## src/rtl/pll_reset_pkg.sv

```systemverilog
// rtl/pll_reset_pkg.sv - shared state encodings and default timing constants for the PLL reset sequencer
package pll_reset_pkg;

  typedef enum logic [2:0] {
    WAIT_LOCK = 3'd0,
    STABLE    = 3'd1,
    STAGGER   = 3'd2,
    RUN       = 3'd3,
    PLL_RESET = 3'd4
  } state_t;

  localparam int DEF_SYNC_STAGES    = 2;
  localparam int DEF_STABLE_CYCLES  = 1024;
  localparam int DEF_STAGGER_CYCLES = 16;
  localparam int DEF_RELOCK_TIMEOUT = 65536;
  localparam int DEF_PLL_RST_CYCLES = 8;

  // A counter that must reach n-1; a parameter of 1 still needs a 1-bit register.
  function automatic int cnt_width(input int n);
    return (n > 1) ? $clog2(n) : 1;
  endfunction

endpackage

```

## src/rtl/sync_ff.sv

```systemverilog
// rtl/sync_ff.sv - multi-flop synchronizer for a single asynchronous bit
module sync_ff #(
  parameter int DEPTH = 2
) (
  input  logic clock,
  input  logic reset,
  input  logic d,
  output logic q
);

  logic [DEPTH-1:0] sr;

  always_ff @(posedge clock or posedge reset) begin
    if (reset) sr <= '0;
    else       sr <= {sr[DEPTH-2:0], d};
  end

  assign q = sr[DEPTH-1];

endmodule

```

## src/rtl/pll_reset_sequencer.sv

```systemverilog
// rtl/pll_reset_sequencer.sv - waits for a stable PLL lock, releases core then video resets, re-pulses the PLL on timeout
module pll_reset_sequencer
  import pll_reset_pkg::*;
#(
  parameter int SYNC_STAGES    = DEF_SYNC_STAGES,
  parameter int STABLE_CYCLES  = DEF_STABLE_CYCLES,
  parameter int STAGGER_CYCLES = DEF_STAGGER_CYCLES,
  parameter int RELOCK_TIMEOUT = DEF_RELOCK_TIMEOUT,
  parameter int PLL_RST_CYCLES = DEF_PLL_RST_CYCLES
) (
  input  logic       clock,
  input  logic       reset,
  input  logic       locked,
  output logic       pll_rst,
  output logic       rst_core,
  output logic       rst_video,
  output logic       ready,
  output logic [7:0] lock_lost_count,
  output logic [2:0] state_dbg
);

  localparam int TO_W = cnt_width(RELOCK_TIMEOUT);
  localparam int ST_W = cnt_width(STABLE_CYCLES);
  localparam int SG_W = cnt_width(STAGGER_CYCLES);
  localparam int PR_W = cnt_width(PLL_RST_CYCLES);

  localparam logic [TO_W-1:0] TO_LAST = TO_W'(RELOCK_TIMEOUT - 1);
  localparam logic [ST_W-1:0] ST_LAST = ST_W'(STABLE_CYCLES - 1);
  localparam logic [SG_W-1:0] SG_LAST = SG_W'(STAGGER_CYCLES - 1);
  localparam logic [PR_W-1:0] PR_LAST = PR_W'(PLL_RST_CYCLES - 1);

  state_t          state, next_state;
  logic            lock_s;
  logic [TO_W-1:0] to_cnt;
  logic [ST_W-1:0] st_cnt;
  logic [SG_W-1:0] sg_cnt;
  logic [PR_W-1:0] pr_cnt;
  logic            pll_rst_d, rst_core_d, rst_video_d, ready_d;

  sync_ff #(.DEPTH(SYNC_STAGES)) u_sync (
    .clock (clock),
    .reset (reset),
    .d     (locked),
    .q     (lock_s)
  );

  // Each counter only runs while its state persists, so leaving a state always clears it.
  always_ff @(posedge clock or posedge reset) begin
    if (reset) begin
      state           <= WAIT_LOCK;
      to_cnt          <= '0;
      st_cnt          <= '0;
      sg_cnt          <= '0;
      pr_cnt          <= '0;
      pll_rst         <= 1'b0;
      rst_core        <= 1'b1;
      rst_video       <= 1'b1;
      ready           <= 1'b0;
      lock_lost_count <= '0;
    end else begin
      state     <= next_state;
      to_cnt    <= (state == WAIT_LOCK && next_state == WAIT_LOCK) ? to_cnt + TO_W'(1) : '0;
      st_cnt    <= (state == STABLE    && next_state == STABLE)    ? st_cnt + ST_W'(1) : '0;
      sg_cnt    <= (state == STAGGER   && next_state == STAGGER)   ? sg_cnt + SG_W'(1) : '0;
      pr_cnt    <= (state == PLL_RESET && next_state == PLL_RESET) ? pr_cnt + PR_W'(1) : '0;
      pll_rst   <= pll_rst_d;
      rst_core  <= rst_core_d;
      rst_video <= rst_video_d;
      ready     <= ready_d;
      if (state == RUN && !lock_s && lock_lost_count != 8'hFF)
        lock_lost_count <= lock_lost_count + 8'd1;
    end
  end

  always_comb begin
    next_state = state;
    case (state)
      WAIT_LOCK: begin
        if (lock_s)                 next_state = STABLE;
        else if (to_cnt == TO_LAST) next_state = PLL_RESET;
      end
      STABLE: begin
        if (!lock_s)                next_state = WAIT_LOCK;
        else if (st_cnt == ST_LAST) next_state = STAGGER;
      end
      STAGGER: begin
        if (!lock_s)                next_state = WAIT_LOCK;
        else if (sg_cnt == SG_LAST) next_state = RUN;
      end
      RUN: begin
        if (!lock_s)                next_state = WAIT_LOCK;
      end
      PLL_RESET: begin
        if (pr_cnt == PR_LAST)      next_state = WAIT_LOCK;
      end
      default:                      next_state = WAIT_LOCK;
    endcase
  end

  // Outputs are decoded from the next state so they change on the same edge as the state.
  always_comb begin
    pll_rst_d   = (next_state == PLL_RESET);
    rst_core_d  = !(next_state == STAGGER || next_state == RUN);
    rst_video_d = (next_state != RUN);
    ready_d     = (next_state == RUN);
  end

  assign state_dbg = state;

endmodule

```

## config.mk

```make
export PLATFORM = sky130hd
export DESIGN_NAME = pll_reset_sequencer
export DESIGN_NICKNAME = d
export VERILOG_FILES = /design/src/rtl/pll_reset_pkg.sv /design/src/rtl/sync_ff.sv /design/src/rtl/pll_reset_sequencer.sv
export SDC_FILE = /design/constraint.sdc
export NUM_CORES = 1
export LEC_CHECK = 0
export CORE_ASPECT_RATIO = 0.8
export CORE_MARGIN = 10
export CORE_UTILIZATION = 57
export DETAILED_ROUTE_END_ITERATION = 12
export PLACE_DENSITY_LB_ADDON = 0.08
export SLEW_MARGIN = 30
export SYNTH_ARGS = -nofsm -noshare
export SYNTH_HDL_FRONTEND = slang
export SYNTH_SLANG_ARGS = --single-unit
```

## constraint.sdc

```tcl
create_clock -name clock -period 2.05 [get_ports clock]
set_clock_uncertainty 0.1 [all_clocks]
set_input_delay 0.5125 -clock clock [delete_from_list [all_inputs] [get_ports clock]]
set_output_delay 0.5125 -clock clock [all_outputs]
set_load 0.03 [all_outputs]
```

* After elaboration in Yosys (flattened, before gate mapping)
Index checks and enable logic that the tools add are counted.
Storage, ports and cells: register bits after elaboration 50, bits in latches 0, memory bits (writable) 0, memory bits (read-only) 0, bits of input ports 3, output and inout bits 15, logic and storage cells 54, memories kept 0
Operators by class: $add $sub $neg 5, multiply operators 0, div/mod/pow operators 0, magnitude comparators 0, eq/ne operators 14, shifts and indexed selects 0, multiplexer cells 13, bitwise gates (word level) 0, reduce and logical (&&, ||, !) cells 11
Operator list (number):
- $mux W3 | 9
- $add A16 B1 Y16 const B | 1
- $eq A16 B16 Y1 const B | 1
- $mux W16 | 1
- $pmux W3 S5 | 1
- $eq A3 B2 Y1 const B | 4
- $add A10 B1 Y10 const B | 1
- $eq A10 B10 Y1 const B | 1
- $mux W10 | 1
- $eq A3 B3 Y1 const B | 3
- $add A8 B1 Y8 const B | 1
- $ne A8 B8 Y1 const B | 1
- $eq A3 B1 Y1 const B | 2
- $logic_and A1 B1 Y1 | 6
- $logic_not A3 Y1 | 2
- $add A4 B1 Y4 const B | 1
- $eq A4 B4 Y1 const B | 1
- $mux W4 | 1
- $add A3 B1 Y3 const B | 1
- $ne A3 B2 Y1 const B | 1
- $logic_not A1 Y1 | 2
- $logic_or A1 B1 Y1 | 1

* Longest topological paths before layout
depth after elaboration 7, mapped depth 6, depth with buffers taken out 5

* Cells and area by module
From an unflattened synthesis, not the netlist that was laid out.
Unflattened totals: cell total of the unflattened synthesis 208, area total of the unflattened synthesis 2288.4 sq um
Modules (own cells, without submodules):
- pll_reset_sequencer | instances 1, cells an instance 205, area each 2234.6 sq um, sequential area each 1203.7 sq um
- sync_ff | instances 1, cells an instance 3, area each 53.8 sq um, sequential area each 50.0 sq um

* Least setup slack after synthesis
No wires, ideal clock.
path type reg-to-reg, start register lock_lost_count[0], end register lock_lost_count[1], library setup time 125 ps, data arrival time 1545 ps, data required time 1825 ps, path slack 280 ps, cell stages (with the launch flop) 5, path buffers 0, period minus slack after synthesis 1770 ps, path through dfrtp_1 -> ha_1 -> nand3_1 -> o2111ai_4 -> mux2_2
On the way: cells in the longest elaborated chain, start to end 2, elaborated cells on any way between the ends 3, classes of those cells add/sub: 1; eq/ne: 1; reduce/logical: 1
RTL lines:
- start: declaration | RTL line pll_reset_sequencer.sv:18 | output logic [7:0] lock_lost_count,
- start signal: assignment | RTL line pll_reset_sequencer.sv:71 | lock_lost_count <= lock_lost_count + 8'd1;
- parallel branches: the longest is 2 deep, another holds $add A8 B1 Y8
Several ways; the timed one is not identified. A chain may end at the register's enable or synchronous reset.

* Final worst setup path
start register lock_lost_count[7], end output lock_lost_count[7]
No word-level cell between the ends.

==> impl_metrics.py <==
metrics = {
    "final_layout": {
        "antenna_cells": 0,
        "num-nets-final": 241,
        "stdcell_count": 288,
        "stdcell_area_mm2": 0.00263,
        "drive_gt1_share_pct": 10.3,
        "areaGrowthSynthToFinish_pct": 15.8,
        "final_core_util_pct": 68.8,
    },
    "worst_setup_path": {
        "worstPathMaxFanout": 3,
        "rr_worst_depth": 5,
        "r2r_setup_slack_ns": 0.35,
        "crit_slowest_cell": "clkdlybuf4s50_1",
        "crit_family": "buffers and inverters",
        "endpoint_kind": "output pin",
        "crit_arrival_ns": 1.39,
        "crit_type": "reg2out",
        "worstPathRequired_ns": 1.44,
        "crit_buf_inv": 1,
        "path_cells": "clkdlybuf4s50_1",
        "r2r-end": "to_cnt[8]",
        "startpoint_type": "flop",
        "r2r-start": "to_cnt[0]",
        "cp_slowest_stage_delay_ns": 0.69,
    },
    "grt": {
        "grt_pass1_vias": 1596,
        "antenna_found_initial": 0,
        "grt_pass1_wl_um": 7210,
        "grt_overflow": 0,
        "grt_max_degree": 34,
        "grt_usage_pct": 12.6,
    },
    "detailed_routing": {
        "vias": 1497,
        "dr.pass1.iters": 4,
        "routedWlPerCell_um": 14.1,
        "routed_via_density": 5.20,
        "drt_iter0_drc": 59,
        "top_layer": "met4",
        "wl_met2_um": 1970,
        "wirelength_met1_um": 1840,
        "antenna_left": 0,
        "routed-wl-met3_um": 182,
        "finalWirelength_um": 4060,
        "drc": 0,
    },
    "floorplanning": {
        "io_pins": 18,
        "die_height_um": 76.5,
        "die_x_um": 90.6,
        "start_util_pct": 59.4,
        "num_rows": 20,
        "die_area_mm2": 0.00693,
        "core_area_mm2": 0.00383,
    },
    "clock_network": {
        "cts_made_buffers": 5,
        "cts-root-buf": "clkbuf_8",
        "htreeDepth": 2,
        "clock-sinks": 50,
        "tritoncts": "yes",
        "clkLatencyLatePin_ns": 0.31,
        "path_clk_slew_ns": 0.09,
        "clock_path_buffers": 2,
        "cts_setup_buffers": 0,
    },
    "placed_design": {
        "portBuffers": 17,
        "placed_cells": 280,
        "placed_area_mm2": 0.00252,
        "gp_congestion": 0.789,
        "hpwlAfterDp_um": 2970,
    },
    "power": {
        "vdd_drop_max_uv": 479,
        "power_density_mw_per_mm2": 657,
        "leakagePower_nw": 1.24,
    },
    "run_status": {
        "status": "completed",
    },
    "timing": {
        "min_period_ns": 2.00,
        "fin_tns_setup_ns": 0,
        "slew_headroom_pct": 74.2,
        "slew_violations": 0,
        "rsz0062_at_grt": "false",
        "timing.fmax_mhz": 500,
        "worst_slew_pin_slew_ns": 0.387,
        "min_period_over_period_pct": 97.7,
        "final_hold_viol_count": 0,
        "setup_violations": 0,
    },
    "synthesis": {
        "yosysTopAreaCell": "dfrtp_1",
        "syn_nets": 217,
        "async_flop_share_pct": 100,
        "yosys-top-cells-count": "dfrtp_1 (48), nor2_1 (38), xnor2_1 (19), inv_1 (13), nand3_1 (12)",
        "synth_edf_count": 0,
        "synth.most_common_cell": "dfrtp_1",
        "synth_cells": 208,
        "synth_area_mm2": 0.00227,
        "syn_area_per_cell_um2": 10.9,
        "yosys_warnings": 0,
        "synth_flop_cell": "dfrtp_1",
        "seq_area_frac_synth_pct": 55.1,
        "ys_types": 34,
        "yosysTopAreaCellShare_pct": 52.8,
        "synth_area_leaders": "dfrtp_1 (53%), xnor2_1 (7.3%), nor2_1 (6.3%), xor2_1 (4.2%), ha_1 (3.3%)",
        "synth_seq_cells": 50,
    },
    "min_path": {
        "timing.hold.worst_path_depth": 0,
        "hold_class": "reg2reg",
        "holdPathEnd": "u_sync.sr[1]",
        "hold_start": "u_sync.sr[0]",
    },
    "run": {
        "max_cap_viol_count": 0,
    },
}
==> final cells by class <==
cell class | instances | area (um2)
clock buffers | 5 | 68.8
clock inverters | 3 | 40.0
fillers | 290 | 1200
inverters | 13 | 48.8
multi-input cells | 143 | 955
flip-flops and latches | 50 | 1250
well taps | 55 | 68.8
repair buffers | 19 | 198
==> logic make-up (layout without fill, tap and decap cells) <==
logic type	after synthesis	after routing	synth area share, %
buffers and inverters	15	40	2.86
adders and majority gates	6	6	3.30
DFF	50	50	55.1
muxes	1	1	0.495
and+or+nand+nor	98	98	23.7
xor gates and xnor gates	30	30	11.6
AOI/OAI and AO/OA	8	8	2.92
==> state kept, by name (all words and copies together) (netlist names) <==
name and count:
u_sync.sr 2, state_dbg 3, pr_cnt 3, ready 1, pll_rst 1, lock_lost_count 8
rst_core 1, rst_video 1, sg_cnt 4, st_cnt 10, to_cnt 16
==> layer usage <==
layer  GRT usage [%]  vias up
met5               0        -
met2            20.7       25
met3            3.94        7
met4            5.87        0
li1                -      732
met1            14.8      733
==> power by group <==
part / internal (W) / switching, W
Sequential: 0.000992 / 0.00000657
Clock: 0.000359 / 0.000318
Combinational: 0.0000150 / 0.0000369
Total: 0.00137 / 0.000362
==> worst max-delay path by stage <==
| stage | startpoint | end | slack [ns] | cells after the start |
|---|---|---|---|---|
| after floorplan | reset | lock_lost_count[0] | 0.24 | 1 |
| after CTS | state_dbg[2] | state_dbg[2] | 0.00009 | 1 |
| after global routing | lock_lost_count[7] | lock_lost_count[7] | 0.003 | 1 |
| final | lock_lost_count[7] | lock_lost_count[7] | 0.05 | 1 |
| after detailed placement | state_dbg[0] | state_dbg[0] | 0.24 | 1 |
| after global placement | rst_video | rst_video | 0.28 | 1 |
==> stage by stage <==
step           setup slack [ns]  power [W]  hold slack, ns
2_1_floorplan             0.240    0.00105           0.231
3_3_place_gp              0.278    0.00107           0.236
3_5_place_dp              0.245    0.00107           0.263
4_1_cts               0.0000917    0.00176           0.284
5_1_grt                 0.00335    0.00181           0.286
6_report                 0.0480    0.00173           0.278
==> placed cells by master (no fill, tap or decap), types with 2 or more instances in the layout <==
master | synthesis | layout
nand3b_1 | 2 | 2
dlygate4sd2_1 | 0 | 8
o21ai_0 | 3 | 3
ha_1 | 6 | 6
dlymetal6s2s_1 | 0 | 4
nand3_1 | 12 | 12
nor2_1 | 38 | 38
and3_1 | 2 | 2
nand4_1 | 4 | 4
dfstp_2 | 2 | 2
nor3_1 | 9 | 9
clkinv_2 | 0 | 2
nand2_1 | 11 | 11
xor2_1 | 11 | 11
inv_1 | 13 | 12
a21oi_1 | 2 | 2
clkbuf_8 | 0 | 5
nand4_4 | 2 | 2
xnor2_1 | 19 | 19
dfrtp_1 | 48 | 48
nor2b_1 | 2 | 2
nor4_2 | 3 | 3
clkdlybuf4s50_1 | 0 | 5
and2_1 | 4 | 4
==> timing repair <==
item                                    4_1_cts  5_1_grt
gates resized for setup                       8        4
endpoints found under the setup margin        8        4
hold endpoints to repair                      0        0
hold buffers                                  0        0
Power figures use the tool's default switching activity.
